--- src/rtl/tramelblaze_intc.sv ---
// Prioritized edge-triggered interrupt controller for the TramelBlaze processor.
// Rising edges latch as pending bits; the lowest enabled index is served, with an EOI handshake.
module tramelblaze_intc #(
  parameter int          NUM_SRC = 8,
  parameter logic [15:0] BASE_ID = 16'h0040
) (
  input  logic               CLK,
  input  logic               RESET,
  input  logic [NUM_SRC-1:0] IRQ_IN,
  input  logic [15:0]        PORT_ID,
  input  logic [15:0]        OUT_PORT,
  input  logic               WRITE_STROBE,
  input  logic               READ_STROBE,
  input  logic               INTERRUPT_ACK,
  output logic               INTERRUPT,
  output logic [15:0]        RD_DATA,
  output logic               RD_HIT
);

  typedef enum logic [1:0] {
    ST_IDLE    = 2'd0,
    ST_ASSERT  = 2'd1,
    ST_SERVICE = 2'd2
  } state_t;

  state_t             state_q, state_d;
  logic [NUM_SRC-1:0] irq_d_q, irq_d_d;
  logic [NUM_SRC-1:0] pending_q, pending_d;
  logic [NUM_SRC-1:0] mask_q, mask_d;
  logic [NUM_SRC-1:0] rise, en, w1c, ack_clr;
  logic [3:0]         active_id_q, active_id_d;
  logic               in_service_q, in_service_d;
  logic [15:0]        offset;
  logic               wr_pending, wr_mask, wr_eoi;
  logic               unused_in;

  function automatic logic [3:0] lowest_idx(input logic [NUM_SRC-1:0] v);
    logic [3:0] idx;
    idx = '0;
    for (int i = NUM_SRC - 1; i >= 0; i--) begin
      if (v[i]) idx = 4'(i);
    end
    return idx;
  endfunction

  // Reads are side-effect free, so READ_STROBE and unused data bits are only tied off.
  assign unused_in = READ_STROBE ^ (^OUT_PORT);

  assign offset     = PORT_ID - BASE_ID;
  assign RD_HIT     = (offset < 16'd4);
  assign wr_pending = WRITE_STROBE && RD_HIT && (offset[1:0] == 2'd0);
  assign wr_mask    = WRITE_STROBE && RD_HIT && (offset[1:0] == 2'd1);
  assign wr_eoi     = WRITE_STROBE && RD_HIT && (offset[1:0] == 2'd3);

  assign rise      = IRQ_IN & ~irq_d_q;
  assign en        = pending_q & mask_q;
  assign w1c       = wr_pending ? OUT_PORT[NUM_SRC-1:0] : '0;
  assign INTERRUPT = (state_q == ST_ASSERT);

  always_comb begin
    RD_DATA = '0;
    if (RD_HIT) begin
      case (offset[1:0])
        2'd0:    RD_DATA[NUM_SRC-1:0] = pending_q;
        2'd1:    RD_DATA[NUM_SRC-1:0] = mask_q;
        2'd2:    RD_DATA = {in_service_q, 11'd0, active_id_q};
        default: RD_DATA = '0;
      endcase
    end
  end

  always_comb begin
    state_d      = state_q;
    active_id_d  = active_id_q;
    in_service_d = in_service_q;
    ack_clr      = '0;
    case (state_q)
      ST_IDLE: begin
        if (|en) state_d = ST_ASSERT;
      end
      ST_ASSERT: begin
        // Withdraw the request if software masked or cleared everything meanwhile.
        if (!(|en)) begin
          state_d = ST_IDLE;
        end else if (INTERRUPT_ACK) begin
          state_d      = ST_SERVICE;
          active_id_d  = lowest_idx(en);
          in_service_d = 1'b1;
          ack_clr      = en & (~en + NUM_SRC'(1));
        end
      end
      ST_SERVICE: begin
        if (wr_eoi) begin
          state_d      = ST_IDLE;
          in_service_d = 1'b0;
        end
      end
      default: state_d = ST_IDLE;
    endcase
  end

  // A new rise in the same cycle as a clear keeps the bit set.
  assign pending_d = (pending_q & ~w1c & ~ack_clr) | rise;
  assign mask_d    = wr_mask ? OUT_PORT[NUM_SRC-1:0] : mask_q;
  assign irq_d_d   = IRQ_IN;

  always_ff @(posedge CLK) begin
    if (RESET) begin
      state_q      <= ST_IDLE;
      irq_d_q      <= '0;
      pending_q    <= '0;
      mask_q       <= '0;
      active_id_q  <= '0;
      in_service_q <= 1'b0;
    end else begin
      state_q      <= state_d;
      irq_d_q      <= irq_d_d;
      pending_q    <= pending_d;
      mask_q       <= mask_d;
      active_id_q  <= active_id_d;
      in_service_q <= in_service_d;
    end
  end

endmodule

--- config.mk ---
export PLATFORM = sky130hd
export DESIGN_NAME = tramelblaze_intc
export DESIGN_NICKNAME = d
export VERILOG_FILES = /design/src/rtl/tramelblaze_intc.sv
export SDC_FILE = /design/constraint.sdc
export NUM_CORES = 1
export LEC_CHECK = 0
export BUFFER_PORTS_ARGS = -buffer_cell sky130_fd_sc_hd__buf_2
export CAP_MARGIN = 20
export CELL_PAD_IN_SITES_DETAIL_PLACEMENT = 1
export CELL_PAD_IN_SITES_GLOBAL_PLACEMENT = 1
export CORE_MARGIN = 3
export CORE_UTILIZATION = 37
export CTS_CLUSTER_SIZE = 20
export DETAILED_ROUTE_END_ITERATION = 8
export PLACE_DENSITY = 0.84
export SETUP_SLACK_MARGIN = 0.5
export SLEW_MARGIN = 20
export SYNTH_ARGS = -nofsm -noshare
export SYNTH_HDL_FRONTEND = slang
export SYNTH_SLANG_ARGS = --single-unit
--- constraint.sdc ---
create_clock -name CLK -period 2.85 [get_ports CLK]
set_clock_uncertainty 0.05 [all_clocks]
set_input_delay 0.4275 -clock CLK [delete_from_list [all_inputs] [get_ports CLK]]
set_output_delay 0.4275 -clock CLK [all_outputs]
set_load 0.01 [all_outputs]
Word level (Yosys, flattened, before mapping)
Index checks and enable logic that the tools add are counted.

Equality and inequality tests: 10. Bitwise gates (word level): 10. Multiplexer cells: 24. Add/subtract/negate cells: 2. $lt $le $gt $ge: 1. Reduce and logical (&&, ||, !) cells: 11.

Operator list (count): AND 8 bit (5); 2-to-1 mux 8 bit (5); inverter 8 bit (4); 2-to-1 mux 4 bit (7); case mux 8 bit (3 select lines) (1); less-than comparator 16 x 3 -> 1 bit, second input constant (1); 2-to-1 mux 16 bit (1); subtractor 16 x 7 -> 16 bit, second input constant (1); adder 8 x 1 -> 8 bit, second input constant (1); 2-to-1 mux 2 bit (4); bitwise OR 8 bit (1); OR reduction 8 bit (1); equality test 2 bit, second input constant (3); != test 2 bit, second input constant (3); case mux 2 bit (3 select lines) (1); AND reduction 3 bit (2); equality test 2 x 1 -> 1 bit, second input constant (2); logical AND 1 bit (4); logical NOT 2 bit (2); AND reduction 4 bit (1); 2-to-1 mux 1 bit (3); 2-to-1 mux 3 bit (1); != test 3 bit, second input constant (1); != test 2 x 1 -> 1 bit, second input constant (1); other kinds (2) (2).

Input bits: 45. Output and inout bits: 18. Logic and storage cells: 64. Bits in registers: 31.

Depth between registers and ports, before layout
Depth in word-level cells: 10. Depth in mapped cells: 6. Mapped depth without buffers: 5.

Least setup slack after synthesis
No wires, ideal clock.

Path type: input to output. From: input PORT_ID[9]. To: output RD_DATA[15]. Path buffers: 1. Required time: 2.372 ns. Path slack: 0.952 ns. Arrival: 1.421 ns. Cell stages on the path: 4. Cells stage by stage: nor4b_4 > nand4_4 > clkbuf_1 > nor3_1.

Word-level cells in the longest chain between the ends: 3.

RTL lines: start: declaration (line 10) `input logic [15:0] PORT_ID,`; subtractor 16 x 7 -> 16 bit (line 49) `assign offset = PORT_ID - BASE_ID;`; less-than comparator 16 x 3 -> 1 bit (line 50) `assign RD_HIT = (offset < 16'd4);`; 2-to-1 mux 16 bit (line 62) `if (RD_HIT) begin`; end: declaration (line 16) `output logic [15:0] RD_DATA,`.

No other way between the ends.

Worst setup path after layout
From: input PORT_ID[15]. To: output RD_DATA[15].

Same word-level chain as after synthesis.

==> tab_implementation.tex <==
\begin{tabular}{lr}
\hline
Metric & Value \\
\hline
\multicolumn{2}{l}{\textbf{Synth}} \\
\quad EDFF count, synth & 0 \\
\quad Warning count from the yosys run & 0 \\
\quad Share of the synthesized area in compound gates (AO/OA/AOI/OAI) & 20.4\% \\
\quad Top cells by area in the synthesized netlist & dfxtp\_1 37\%, nand4\_1 6.1\%, a21oi\_1 5.8\% \\
\quad Number of synthesized register bits & 30 \\
\quad Xor and xnor fraction of the mapped netlist area & 0\% \\
\quad Fraction of registers with async set/reset & 0\% \\
\quad Multiplexer fraction of the synthesized cell area & 4.88\% \\
\quad Post-synthesis instance area & 0.00164 mm2 \\
\quad Share of the synthesized area in the top cell type & 36.6\% \\
\quad Post-synthesis cell count & 195 \\
\quad Count of cell types in the netlist & 39 \\
\quad Post-synthesis share of cell area spent on full adders, half adders and majority gates & 0\% \\
\quad Main flop type after synthesis & dfxtp\_1 \\
\quad Portion of the post-synthesis area used by sequential elements & 36.6\% \\
\quad Largest area contributor in the synthesized netlist & dfxtp\_1 \\
\quad Post-Synth Simple-Gate Area & 30.0\% \\
\quad Dominant combinational cell family by area after synthesis & simple AND/OR/NAND/NOR gates \\
\quad Mean instance size in the synthesized netlist & 8.42 um2 \\
\multicolumn{2}{l}{\textbf{Clocking}} \\
\quad Clock-pin slew on the worst setup and hold paths & 70 ps \\
\quad Cell at the root of the clock tree & clkbuf\_8 \\
\quad H-tree depth reported by CTS & 2 \\
\quad Clock latency of the later-clocked register in the worst-skew pair & 290 ps \\
\quad PostCTS Resize Cnt & 0 \\
\quad Clk sinks & 30 \\
\quad CTS tree & done \\
\quad Total setup buffers inserted after CTS & 0 \\
\quad Cts bufs inserted & 5 \\
\quad Maximum buffer depth of the clock tree & 2 \\
\quad Post-CTS Hold Buffers & 0 \\
\multicolumn{2}{l}{\textbf{STA}} \\
\quad Number of max-slew violations in the final report & 0 \\
\quad Headroom to the max-slew limit & 58.8\% \\
\quad Final worst setup slack & 834 ps \\
\quad Hold violation count in the final report & 0 \\
\quad Tightest Pin Transition & 615 ps \\
\quad Final period util & 70.7\% \\
\quad Setup repair after global routing missed its margin & no \\
\quad Setup TNS & 0 ps \\
\quad Final setup violation count & 0 \\
\quad Peak clock frequency supported by timing & 496 MHz \\
\quad Time the final worst path needs with I/O delays and setup & 2020 ps \\
\multicolumn{2}{l}{\textbf{Placed design}} \\
\quad GPL Wtd Cong & 0.822 \\
\quad Total of buffers placed on input and output ports & 46 \\
\quad Post-detailed-placement half-perimeter wirelength & 3.49 mm \\
\quad Post-placement cell count & 285 \\
\quad Post-placement worst setup slack & 817 ps \\
\multicolumn{2}{l}{\textbf{Detailed routing}} \\
\quad Antenna violation net count after detailed routing & 0 \\
\quad DRC violations left & 0 \\
\quad Routed length per instance & 16.1 um \\
\quad Per-cell via count in the routed design & 5.51 \\
\quad Final wirelength & 4.70 mm \\
\quad Count of vias placed by the detailed router & 1614 \\
\quad 1st-pass router iterations & 4 \\
\quad DR iter-0 viols & 126 \\
\multicolumn{2}{l}{\textbf{Critical path}} \\
\quad Worst Reg2Reg Path Length in Cells & 4 \\
\quad Critical Path Start & PORT\_ID[15] \\
\quad Crit path top cell by count & buf\_2 \\
\quad Data arrival time of the critical path & 1540 ps \\
\quad Critical setup path kind & in2out \\
\quad End of the critical path & RD\_DATA[15] \\
\quad Data required, critical path & 2370 ps \\
\quad Worst setup EP type & output pin \\
\quad CP max stage cell & nor4\_4 \\
\quad Reg-to-Reg Start & mask\_q[4]\$\_SDFFE\_PP0P\_ \\
\quad Maximum fanout along the worst path & 17 \\
\quad Worst reg2reg endpoint & pending\_q[1]\$\_SDFF\_PP0\_ \\
\quad Worst R2R Setup Slack & 1280 ps \\
\quad Delay of the slowest cell on the worst path & 330 ps \\
\quad Critical Path Source Type & primary input \\
\quad List of cells traversed by the critical path & buf\_2 > nor4\_4 > nand4\_4 > buf\_4 > nor3\_1 > buf\_2 \\
\multicolumn{2}{l}{\textbf{GRT}} \\
\quad GRT overflow & 0 \\
\quad Total routing usage reported by global routing & 20.1\% \\
\quad Largest net degree at the start of global routing & 23 \\
\quad Vias in the first global route & 1682 \\
\quad Number of antenna violations at the first check in global routing & 0 \\
\quad Global-route wire length before repair & 8.21 mm \\
\multicolumn{2}{l}{\textbf{Layout}} \\
\quad Leading cell type in the layout, fill and taps excluded & buf\_2 \\
\quad Count of inserted antenna diode cells & 0 \\
\quad Net count, final & 287 \\
\quad Most frequent cells in the layout & 46 x buf\_2, 30 x dfxtp\_1, 19 x a21oi\_1, 17 x nor2\_1, 16 x nand4\_1 \\
\quad Proportion of layout cells with a drive suffix above 1 & 27.2\% \\
\quad Number of non-filler instances in the completed layout & 293 \\
\quad Area overhead of the layout relative to synthesis & 22.2\% \\
\multicolumn{2}{l}{\textbf{Power and ir drop}} \\
\quad Peak supply drop & 0.245 mV \\
\quad Final total power & 978 uW \\
\quad Power density of the placed cells & 488 mW/mm2 \\
\quad LEAKAGE & 0.829 nW \\
\multicolumn{2}{l}{\textbf{Floorplan}} \\
\quad Die width & 72.6 um \\
\quad Top-level I/O count & 63 \\
\quad Num rows & 23 \\
\quad Full die area & 0.00527 mm2 \\
\quad Starting Density & 39.6\% \\
\quad Area of the core & 0.00414 mm2 \\
\quad Die Height & 72.6 um \\
\multicolumn{2}{l}{\textbf{Status}} \\
\quad Status & complete, no violations \\
\multicolumn{2}{l}{\textbf{Worst hold path}} \\
\quad Type of the tightest min-delay check & in2reg \\
\multicolumn{2}{l}{\textbf{Flow run}} \\
\quad Max cap viols & 0 \\
\hline
\end{tabular}
-- per-stage QoR --
stage	hold slack (ps)	util [%]	cell area [um2]
after floorplan	386	-	1660
after global routing	317	48.4	2010
after CTS	307	48.4	2010
final	317	48.4	2010
after global placement	394	45.8	1900
after detailed placement	408	45.8	1900
-- per-layer routing --
layer / wire length, um / vias up / track usage, %
met5: 0 / - / 0
li1: - / 795 / -
met2: 2240 / 43 / 31.6
met3: 219 / 8 / 3.86
met4: 77 / 0 / 9.22
met1: 2170 / 768 / 26.6
-- worst min-delay path by stage --
stage	from	endpoint	slack, ps	cells past startpoint
5_1_grt	INTERRUPT_ACK	state_q[0]$_SDFFE_PP0P_	320	2
6_report	IRQ_IN[1]	irq_d_q[1]$_SDFF_PP0_	320	2
4_1_cts	IRQ_IN[1]	irq_d_q[1]$_SDFF_PP0_	310	2
3_5_place_dp	irq_d_q[7]$_SDFF_PP0_	pending_q[7]$_SDFF_PP0_	410	2
3_3_place_gp	irq_d_q[4]$_SDFF_PP0_	pending_q[4]$_SDFF_PP0_	390	2
2_1_floorplan	irq_d_q[4]$_SDFF_PP0_	pending_q[4]$_SDFF_PP0_	390	2
-- registers in the layout, indices dropped and copies added (netlist names) --
register      count
in_service_q      1
irq_d_q           8
state_q           2
pending_q         8
mask_q            8
active_id_q       3
-- critical path: cells and delay by family --
family                 cells  cell delay [ps]
buffers and inverters      3              470
and+or+nand+nor            3              630
-- final cells by class --
cell class | instances | area, um2
multi-input cells | 146 | 935
repair buffers | 51 | 268
inverters | 8 | 31.3
well taps | 50 | 62.6
clock inverters | 3 | 40.0
flip-flops and latches | 30 | 601
fillers | 530 | 2140
clock buffers | 5 | 68.8
-- cell families after synthesis --
logic type,Yosys count
buffers and inverters,25
other,1
DFF,30
and+or+nand+nor,80
AOI/OAI and AO/OA,51
muxes,8
-- power breakdown --
group / switching, mW / internal [mW]
Sequential: 0.0153 / 0.436
Combinational: 0.0545 / 0.0434
Clock: 0.172 / 0.257
-- cells in the mapped netlist, drive strengths merged, types with 2 or more instances --
| cell type | instances |
|---|---|
| a22oi | 5 |
| nor2 | 17 |
| o21ai | 11 |
| o211ai | 3 |
| clkinv | 2 |
| mux2i | 8 |
| clkbuf | 7 |
| o2bb2ai | 3 |
| nand2b | 2 |
| nor4 | 2 |
| nand2 | 10 |
| inv | 6 |
| nand4 | 17 |
| a22o | 2 |
| dfxtp | 30 |
| and3 | 2 |
| a21oi | 19 |
| nand3 | 7 |
| nor3 | 3 |
| a41o | 3 |
| nor2b | 14 |
| buf | 10 |
Power figures use the tool's default switching activity.
